File: src/rtl/instruction_fetch.sv
// MIPS fetch stage: owns the PC and picks the next one (sequential, branch or jump).
// It drives the instruction-memory read and carries the IF/ID side-band values. Supports halt and debug single-step.
module instruction_fetch #(
  parameter int PC_WIDTH   = 32,
  parameter int ADDR_WIDTH = 7
) (
  input  logic                  i_clk,
  input  logic                  i_reset,
  input  logic                  i_valid,
  input  logic                  i_step_mode,
  input  logic                  i_step,
  input  logic                  i_stall,
  input  logic                  i_branch_taken,
  input  logic [PC_WIDTH-1:0]   i_branch_target,
  input  logic                  i_jump,
  input  logic [PC_WIDTH-1:0]   i_jump_target,
  input  logic                  i_halt,
  output logic [ADDR_WIDTH-1:0] o_mem_address,
  output logic                  o_mem_read,
  output logic [PC_WIDTH-1:0]   o_pc,
  output logic [PC_WIDTH-1:0]   o_ifid_pc_plus4,
  output logic                  o_ifid_valid,
  output logic                  o_halted,
  output logic [31:0]           o_cycle_count
);

  typedef enum logic {RUN, HALTED} state_t;

  state_t              state_reg, state_next;
  logic                step_q_reg;
  logic [PC_WIDTH-1:0] pc_reg, pc_next;
  logic [PC_WIDTH-1:0] ifid_pc_plus4_reg, ifid_pc_plus4_next;
  logic                ifid_valid_reg, ifid_valid_next;
  logic [31:0]         cycle_count_reg, cycle_count_next;

  logic                step_ok, go, redirect, advance, fire;
  logic [PC_WIDTH-1:0] pc_plus4, target_sel;

  assign pc_plus4 = pc_reg + PC_WIDTH'(4);
  assign step_ok  = !i_step_mode || (i_step && !step_q_reg);
  // Reset gates go so no read strobe escapes during the reset cycle.
  assign go       = !i_reset && (state_reg == RUN) && i_valid && !i_halt && step_ok;
  assign redirect = go && (i_jump || i_branch_taken);
  assign advance  = go && !i_stall && !redirect;
  assign fire     = redirect || advance;

  assign target_sel = i_jump ? i_jump_target : i_branch_target;

  always_comb begin
    state_next         = state_reg;
    pc_next            = pc_reg;
    ifid_pc_plus4_next = ifid_pc_plus4_reg;
    ifid_valid_next    = ifid_valid_reg;
    cycle_count_next   = cycle_count_reg;

    case (state_reg)
      RUN:     if (i_halt) state_next = HALTED;
      HALTED:  state_next = HALTED;
      default: state_next = RUN;
    endcase

    if (redirect) begin
      pc_next = target_sel & ~PC_WIDTH'(3);
    end else if (advance) begin
      pc_next = pc_plus4;
    end

    if (fire) begin
      ifid_pc_plus4_next = pc_plus4;
      ifid_valid_next    = advance;
      cycle_count_next   = cycle_count_reg + 32'd1;
    end else if (state_reg != RUN) begin
      ifid_valid_next = 1'b0;
    end
  end

  always_ff @(posedge i_clk) begin
    if (i_reset) begin
      state_reg         <= RUN;
      step_q_reg        <= 1'b0;
      pc_reg            <= '0;
      ifid_pc_plus4_reg <= '0;
      ifid_valid_reg    <= 1'b0;
      cycle_count_reg   <= '0;
    end else begin
      state_reg         <= state_next;
      step_q_reg        <= i_step;
      pc_reg            <= pc_next;
      ifid_pc_plus4_reg <= ifid_pc_plus4_next;
      ifid_valid_reg    <= ifid_valid_next;
      cycle_count_reg   <= cycle_count_next;
    end
  end

  assign o_mem_address   = pc_reg[ADDR_WIDTH+1:2];
  assign o_mem_read      = fire;
  assign o_pc            = pc_reg;
  assign o_ifid_pc_plus4 = ifid_pc_plus4_reg;
  assign o_ifid_valid    = ifid_valid_reg;
  assign o_halted        = (state_reg == HALTED);
  assign o_cycle_count   = cycle_count_reg;

endmodule

File: config.mk
export PLATFORM = sky130hd
export DESIGN_NAME = instruction_fetch
export DESIGN_NICKNAME = d
export VERILOG_FILES = /design/src/rtl/instruction_fetch.sv
export SDC_FILE = /design/constraint.sdc
export NUM_CORES = 1
export LEC_CHECK = 0
export ABC_AREA = 1
export ABC_CLOCK_PERIOD_IN_PS = 4650
export BUFFER_PORTS_ARGS = -buffer_cell sky130_fd_sc_hd__buf_2
export CAP_MARGIN = 0
export CORE_MARGIN = 5
export CORE_UTILIZATION = 56
export DETAILED_ROUTE_END_ITERATION = 7
export HOLD_SLACK_MARGIN = 0.08
export PLACE_DENSITY = 0.95
export RECOVER_POWER = 50
export SYNTH_ARGS = -nofsm -noshare
export SYNTH_HDL_FRONTEND = slang
export SYNTH_SLANG_ARGS = --single-unit
File: constraint.sdc
create_clock -name i_clk -period 4.65 [get_ports i_clk]
set_input_delay 0.465 -clock i_clk [delete_from_list [all_inputs] [get_ports i_clk]]
set_output_delay 0.465 -clock i_clk [all_outputs]
set_load 0.02 [all_outputs]
* After elaboration in Yosys (flattened, before gate mapping)
Cells that the tools add are included.
** Word-level totals
- Output and inout bits :: 106
- Flip-flop bits (word level) :: 99
** Cells by class
- Reduce and logical (&&, ||, !) cells :: 20
- $add $sub $neg :: 2
- Bitwise logic cells :: 1
- Muxes and demuxes :: 7
** Operator list (number)
- $mux W32 :: 3
- $add A32 B1 Y32 const B :: 1
- $add A32 B3 Y32 const B :: 1
- $logic_and A1 B1 Y1 :: 8
- $logic_not A1 Y1 :: 6
- $reduce_bool A2 Y1 :: 2
- $logic_or A1 B1 Y1 :: 3
- $mux W1 :: 3
- $pmux W1 S2 :: 1
- $reduce_or A2 Y1 :: 1
- $not A1 Y1 :: 1

* Longest topological paths before layout
Gate-level depths: netlist (run 1).
- Word-level depth :: 10
- Gate-level depth with buffers :: 11
- Depth with buffers taken out :: 10

* Worst setup path after synthesis (run 1)
No wires, ideal clock.
- Path type :: input to output
- From :: input i_reset
- To :: output o_mem_read
- Required time :: 4.185 ns
- Path slack :: 2.711 ns
- Data arrival time :: 1.474 ns
- Cell stages on the path :: 8
- Buffers on the path :: 3
- Path through :: buf_4 > clkinv_2 > nand2_4 > nor2_8 > nand3_4 > nand2_4 > buf_6 > buf_2
** Between the ends
- Longest elaborated chain between the ends :: 9
- Elaborated cells between the ends (all ways) :: 10
** Ends and longest elaborated chain
- from (decl) :: RTL line 8 : input logic i_reset,
- $logic_not A1 Y1 (*) :: RTL line 42 : assign go = !i_reset && (state_reg == RUN) && i_valid && !i_halt && step_ok;
- $logic_and A1 B1 Y1 (*) (4 in series) :: RTL line 42
- $logic_and A1 B1 Y1 :: RTL line 43 : assign redirect = go && (i_jump || i_branch_taken);
- $logic_not A1 Y1 :: RTL line 44 : assign advance = go && !i_stall && !redirect;
- $logic_and A1 B1 Y1 :: RTL line 44
- $logic_or A1 B1 Y1 (*) :: RTL line 45 : assign fire = redirect || advance;
- to (decl) :: RTL line 19 : output logic o_mem_read,
Every way passes the cells marked *; elsewhere a longest branch is shown, timed or not.

* Final worst setup path (run 1)
- From :: input i_jump
- To :: output o_mem_read
** Between the ends
- Longest elaborated chain between the ends :: 5
** Ends and longest elaborated chain
- from (decl) :: RTL line 15 : input logic i_jump,
- $logic_or A1 B1 Y1 (*) :: RTL line 43
- $logic_and A1 B1 Y1 (*) :: RTL line 43
- $logic_not A1 Y1 :: RTL line 44
- $logic_and A1 B1 Y1 :: RTL line 44
- $logic_or A1 B1 Y1 (*) :: RTL line 45
Marks and branches as above.

==> impl_metrics.json, run 1 <==
{
  "drive_gt1_share_pct": 9.65,
  "dr.pass1.iters": 6,
  "power_density_nw_per_um2": 254,
  "grt_pass1_vias": 5786,
  "yosysWarnings": 0,
  "synth.area.top_cells": "dfxtp_1 34%, nand2_1 22%, nor2_1 12%",
  "dpl-instance-area_um2": 6400,
  "insertion_delay_ns": 0.37,
  "cp_max_fo": 70,
  "setup_viol_count_final": 0,
  "post_cts_resize_count": 0,
  "synth_flop_cell": "dfxtp_1",
  "max_cap_viol_count": 1,
  "area_growth_pct": 16.0,
  "critPathKind": "input pin to output pin",
  "die_w_um": 110,
  "dieArea_um2": 12100,
  "ys_seq_area_share_pct": 33.9,
  "n_antenna_cell": 0,
  "ant_nets": 0,
  "drt_iter0_markers": 549,
  "synthDistinctLibCells": 36,
  "grt_max_degree": 71,
  "netlist_area_um2": 5610,
  "fin_setup_tns_ns": 0,
  "syn_inst": 941,
  "nNetsFinal": 1158,
  "wl_per_cell_um": 13.9,
  "num_io_pins": 179,
  "hold_class": "input pin to flip-flop",
  "netlist.area_leader.share_pct": 33.9,
  "path_clk_slew_ns": 0.11,
  "fin_area_um2": 6500,
  "syn_area_per_cell_um2": 5.96,
  "finalHoldViolCount": 0,
  "cts_hold_buffers": 0,
  "endpoint_kind": "output pin",
  "cts-buffers-inserted": 9,
  "cts_htree_levels": 3,
  "grt_pass1_wl_mm": 26.8,
  "yosysMostFrequentCell": "nand2_1",
  "cts-root-buf": "clkbuf_8",
  "ys_ff_latch": 95,
  "fmax_ghz": 0.318,
  "p_leak_nw": 2.66,
  "coreArea_um2": 9770,
  "async_reset_ff_share_pct": 0,
  "rows": 36,
  "largest_reg_flops": 32,
  "vias_per_cell": 5.22,
  "ir_drop_mv": 0.150,
  "netlist.top_cell.by_area": "dfxtp_1",
  "status": "finished with violations",
  "finalPower_mw": 1.65,
  "slew_violations": 63,
  "post-route-period-util_pct": 67.6,
  "clock_skew_ns": 0.0145,
  "synth_edf_count": 0,
  "cts_num_sinks": 95,
  "relSlewSlack_pct": -96.3,
  "die_h_um": 110,
  "start_kind": "input pin",
  "worstPathRequired_ns": 4.18,
  "tightest_slew_ns": 2.94,
  "initial_core_util_pct": 57.3,
  "dp_hpwl_mm": 12.7,
  "rsz0062_at_grt": "false",
  "period_minus_slack_ns": 3.14,
  "place_congestion": 0.957,
  "grt_usage_pct": 27.6,
  "regToRegSetupSlack_ns": 2.33,
  "violations": "capacitance limit, slew limit",
  "drc": 0,
  "cts_buffer_depth": 2,
  "num_vias": 6373,
  "cp.arrival_ns": 2.68,
  "synthTopCellsByCount": "322 x nand2_1, 174 x nor2_1, 95 x dfxtp_1",
  "port_buffers": 170,
  "antenna_found_initial": 0,
  "cts_tree": "done",
  "grt_overflow_total": 0,
  "cts_setup_buffers": 0,
  "drt_wl_total_mm": 16.9
}
[power breakdown]
group	switching (mW)	total, mW	leakage, nW	internal [mW]
registers	0.0163	0.849	0.769	0.832
logic	0.117	0.173	1.79	0.0563
clock network	0.323	0.631	0.107	0.309
[cells by family after synthesis]
logic type / synth area share, %
flops: 33.9
compound gates: 13.3
other cells: 0.0669
buf+inv: 9.96
fa+ha+maj: 0.446
xor+xnor: 1.88
simple gates: 40.5
[critical path, cell delays in order]
cell and delay [ns]:
buf_2 0.41, inv_2 0.34, nand2_2 0.24, nand3_4 0.28
nand2_4 0.64, buf_2 0.30
[layer usage]
layer	GRT usage, %	routed length, um	vias to the layer above
met5	0	0	-
met4	10.2	428	0
met3	4.66	1480	37
met2	46.8	8000	286
met1	35.2	7020	2832
li1	-	-	3218
[cell usage in the layout (no fill, tap or decap), drive strengths merged]
cell type / netlist / routed
nand2: 326 / 326
nor2: 179 / 179
clkbuf: 16 / 107
dfxtp: 95 / 95
a21oi: 93 / 93
inv: 82 / 85
buf: 28 / 74
nand3: 41 / 41
o21ai: 40 / 40
xor2: 9 / 9
nor3: 6 / 6
conb: 1 / 4
o21bai: 3 / 3
xnor2: 3 / 3
nand3b: 3 / 3
nand4: 3 / 3
a31oi: 3 / 3
nor3b: 2 / 2
a211oi: 2 / 2
ha: 2 / 2
clkinvlp: 0 / 2
bufinv: 0 / 2
clkinv: 1 / 1
o211ai: 1 / 1
and3: 1 / 1
and2: 1 / 1
[through the flow]
step | std cells | utilization, % | setup WS (ns) | hold slack, ns
after floorplan | 944 | - | 2.71 | 0.547
after global placement | 1205 | 65.5 | 1.56 | 0.457
after detailed placement | 1205 | 65.5 | 1.51 | 0.468
after CTS | 1221 | 67.8 | 1.51 | 0.289
after global routing | 1221 | 66.5 | 1.33 | 0.295
final | 1221 | 66.5 | 1.51 | 0.294
[final cells by class]
type                       count  area, um^2
clock buffer                   9         124
sequential                    95        1900
fill                         966        3270
tap                          133         166
clock inverter                 7         101
inverter                      83         313
multi-input combinational    722        3160
timing repair buffer         172         741
[path summary, 6_finish.rpt]
check / start / to / cells past startpoint
worst max-delay path: i_jump / o_mem_read / 6
worst min-delay path: i_step / step_q_reg / 3
worst max register to register: o_halted / o_cycle_count[20] / 10
worst min register to register: o_ifid_valid / o_ifid_valid / 2
No activity file was read; power rests on OpenSTA's default activity.
==> inputs of run 2 (changes only) <==
Settings changed: ABC_CLOCK_PERIOD_IN_PS 4650 to 2850, CORE_UTILIZATION 56 to 47, PLACE_DENSITY 0.95 to 0.87.
Clock period 4.65 ns to 2.85 ns, I/O delays scaled along.
==> run 2 against run 1 <==
Net effect:
- the flow now finishes without violations
- final cell count rose by 1.3%
- wire length rose by 0.87%
- largest cell class unchanged
- non-clock buffer count rose by 6
- combinational power rose by 66%
- critical path depth did not move
- final area rose by 2.0%
- clock-buffer cell count rose by 1
- register-to-register slack got worse by 1.7 ns
- clock skew fell by 0.0093 ns
- worst hold slack got worse by 0.14 ns
- power rose by 75%
- first-iteration DRC count fell by 8.7%
==> impl_metrics.json, run 2 (synthesis results as in run 1) <==
{
  "dpl-instance-area_um2": 6460,
  "antenna_found_initial": 0,
  "post_cts_resize_count": 0,
  "drt_wl_total_mm": 17.1,
  "slew_violations": 0,
  "insertion_delay_ns": 0.35,
  "fin_area_um2": 6640,
  "period_minus_slack_ns": 2.44,
  "start_kind": "flip-flop",
  "hold_class": "input pin to flip-flop",
  "cts_tree": "done",
  "dp_hpwl_mm": 12.9,
  "final_common_cell": "nand2_1",
  "cts_hold_buffers": 0,
  "clock_skew_ns": 0.00514,
  "regArea_um2": 1900,
  "grt_usage_pct": 23.7,
  "max_cap_viol_count": 0,
  "status": "finished clean",
  "area_growth_pct": 18.4,
  "critPathKind": "flip-flop to output pin",
  "multi_input_area_um2": 3160,
  "dr.pass1.iters": 5,
  "drc": 0,
  "grt_overflow_total": 0,
  "fillers": 1197,
  "final_cell_mix": "322 x nand2_1, 174 x nor2_1, 97 x clkbuf_1, 95 x dfxtp_1, 93 x a21oi_1",
  "endpoint_kind": "output pin",
  "grt_max_degree": 63,
  "die_w_um": 119,
  "busiest_layer": "met2",
  "post-route-period-util_pct": 85.5,
  "tightest_slew_ns": 1.33,
  "coreArea_um2": 11600,
  "relSlewSlack_pct": 11.2,
  "n_antenna_cell": 0,
  "dieArea_um2": 14200,
  "grt_pass1_wl_mm": 27.5,
  "initial_core_util_pct": 48.5,
  "cts_htree_levels": 3,
  "fmax_ghz": 0.410,
  "grt_pass1_vias": 5750,
  "path_clk_slew_ns": 0.06,
  "rsz0062_at_grt": "false",
  "num_vias": 6306,
  "met1_usage_pct": 30.7,
  "setup_viol_count_final": 0,
  "cp.arrival_ns": 2.15,
  "rows": 39,
  "fin_setup_tns_ns": 0,
  "cts_setup_buffers": 0,
  "port_buffers": 170,
  "cp_max_fo": 61,
  "nNetsFinal": 1164,
  "p_leak_nw": 2.73,
  "fin_util_pct": 57.4,
  "finalHoldViolCount": 0,
  "drt_iter0_markers": 501,
  "cts-root-buf": "clkbuf_16",
  "largest_reg_flops": 32,
  "ir_drop_mv": 0.338,
  "vias_per_cell": 5.10,
  "cts_buffer_depth": 2,
  "num_io_pins": 179,
  "cts-buffers-inserted": 9,
  "use_met2_pct": 39.7,
  "ant_nets": 0,
  "worstPathRequired_ns": 2.57,
  "met3_usage_pct": 3.93,
  "wl_per_cell_um": 13.8,
  "place_congestion": 0.919,
  "cts_num_sinks": 95,
  "drive_gt1_share_pct": 10.2,
  "die_h_um": 119,
  "power_density_nw_per_um2": 437
}
[run 2: cell types whose count changed in the layout (fill, tap and decap cells not counted)]
cell / change
buf_4: +6
bufinv_16: -1
clkbuf_1: -1
clkbuf_16: +9
clkbuf_2: +1
clkbuf_8: -8
clkinv_2: +3
inv_6: -3
[run 2: area by class of cell]
class / instances / area share [%]
Sequential cell: 95 / 28.7
Clock inverter: 6 / 0.905
Multi-Input combinational cell: 722 / 47.6
Tap cell: 143 / 2.70
Clock buffer: 10 / 3.60
Inverter: 83 / 4.71
Timing Repair Buffer: 178 / 11.9
[run 2: routing by layer]
| metal | vias up | wire length [um] |
|---|---|---|
| met1 | 2806 | 7470 |
| met2 | 242 | 7970 |
| met4 | 0 | 336 |
| met3 | 30 | 1300 |
| li1 | 3228 | - |
| met5 | - | 0 |
[run 2: critical path, stage by stage (launching register included)]
cell     delay, ns
dfxtp_1       0.31
inv_1         0.08
nand2_1       0.12
nor2_8        0.15
nand3_4       0.27
nand2_4       0.59
buf_2         0.28
[run 2: worst paths after layout]
check / from / cells past startpoint / slack (ns) / endpoint
setup / recovery: o_halted / 6 / 0.41 / o_mem_read
setup reg to reg: o_halted / 10 / 0.66 / o_cycle_count[20]
hold reg to reg: o_halted / 2 / 0.49 / o_halted
hold / removal: i_step / 3 / 0.15 / step_q_reg
[run 2: metrics by stage]
stage	worst slack [ns]	std cells	total power, mW	hold slack, ns
after floorplan	1.09	944	1.60	0.392
after global placement	0.667	1221	1.70	0.459
after detailed placement	0.621	1221	1.71	0.475
after CTS	0.384	1237	2.92	0.149
after global routing	0.211	1237	3.01	0.166
final	0.412	1237	2.90	0.155
[run 2: report_power, final]
group | switching (mW) | leakage (nW) | internal, mW
logic | 0.192 | 1.82 | 0.0955
registers | 0.0257 | 0.769 | 1.36
clock network | 0.528 | 0.144 | 0.699
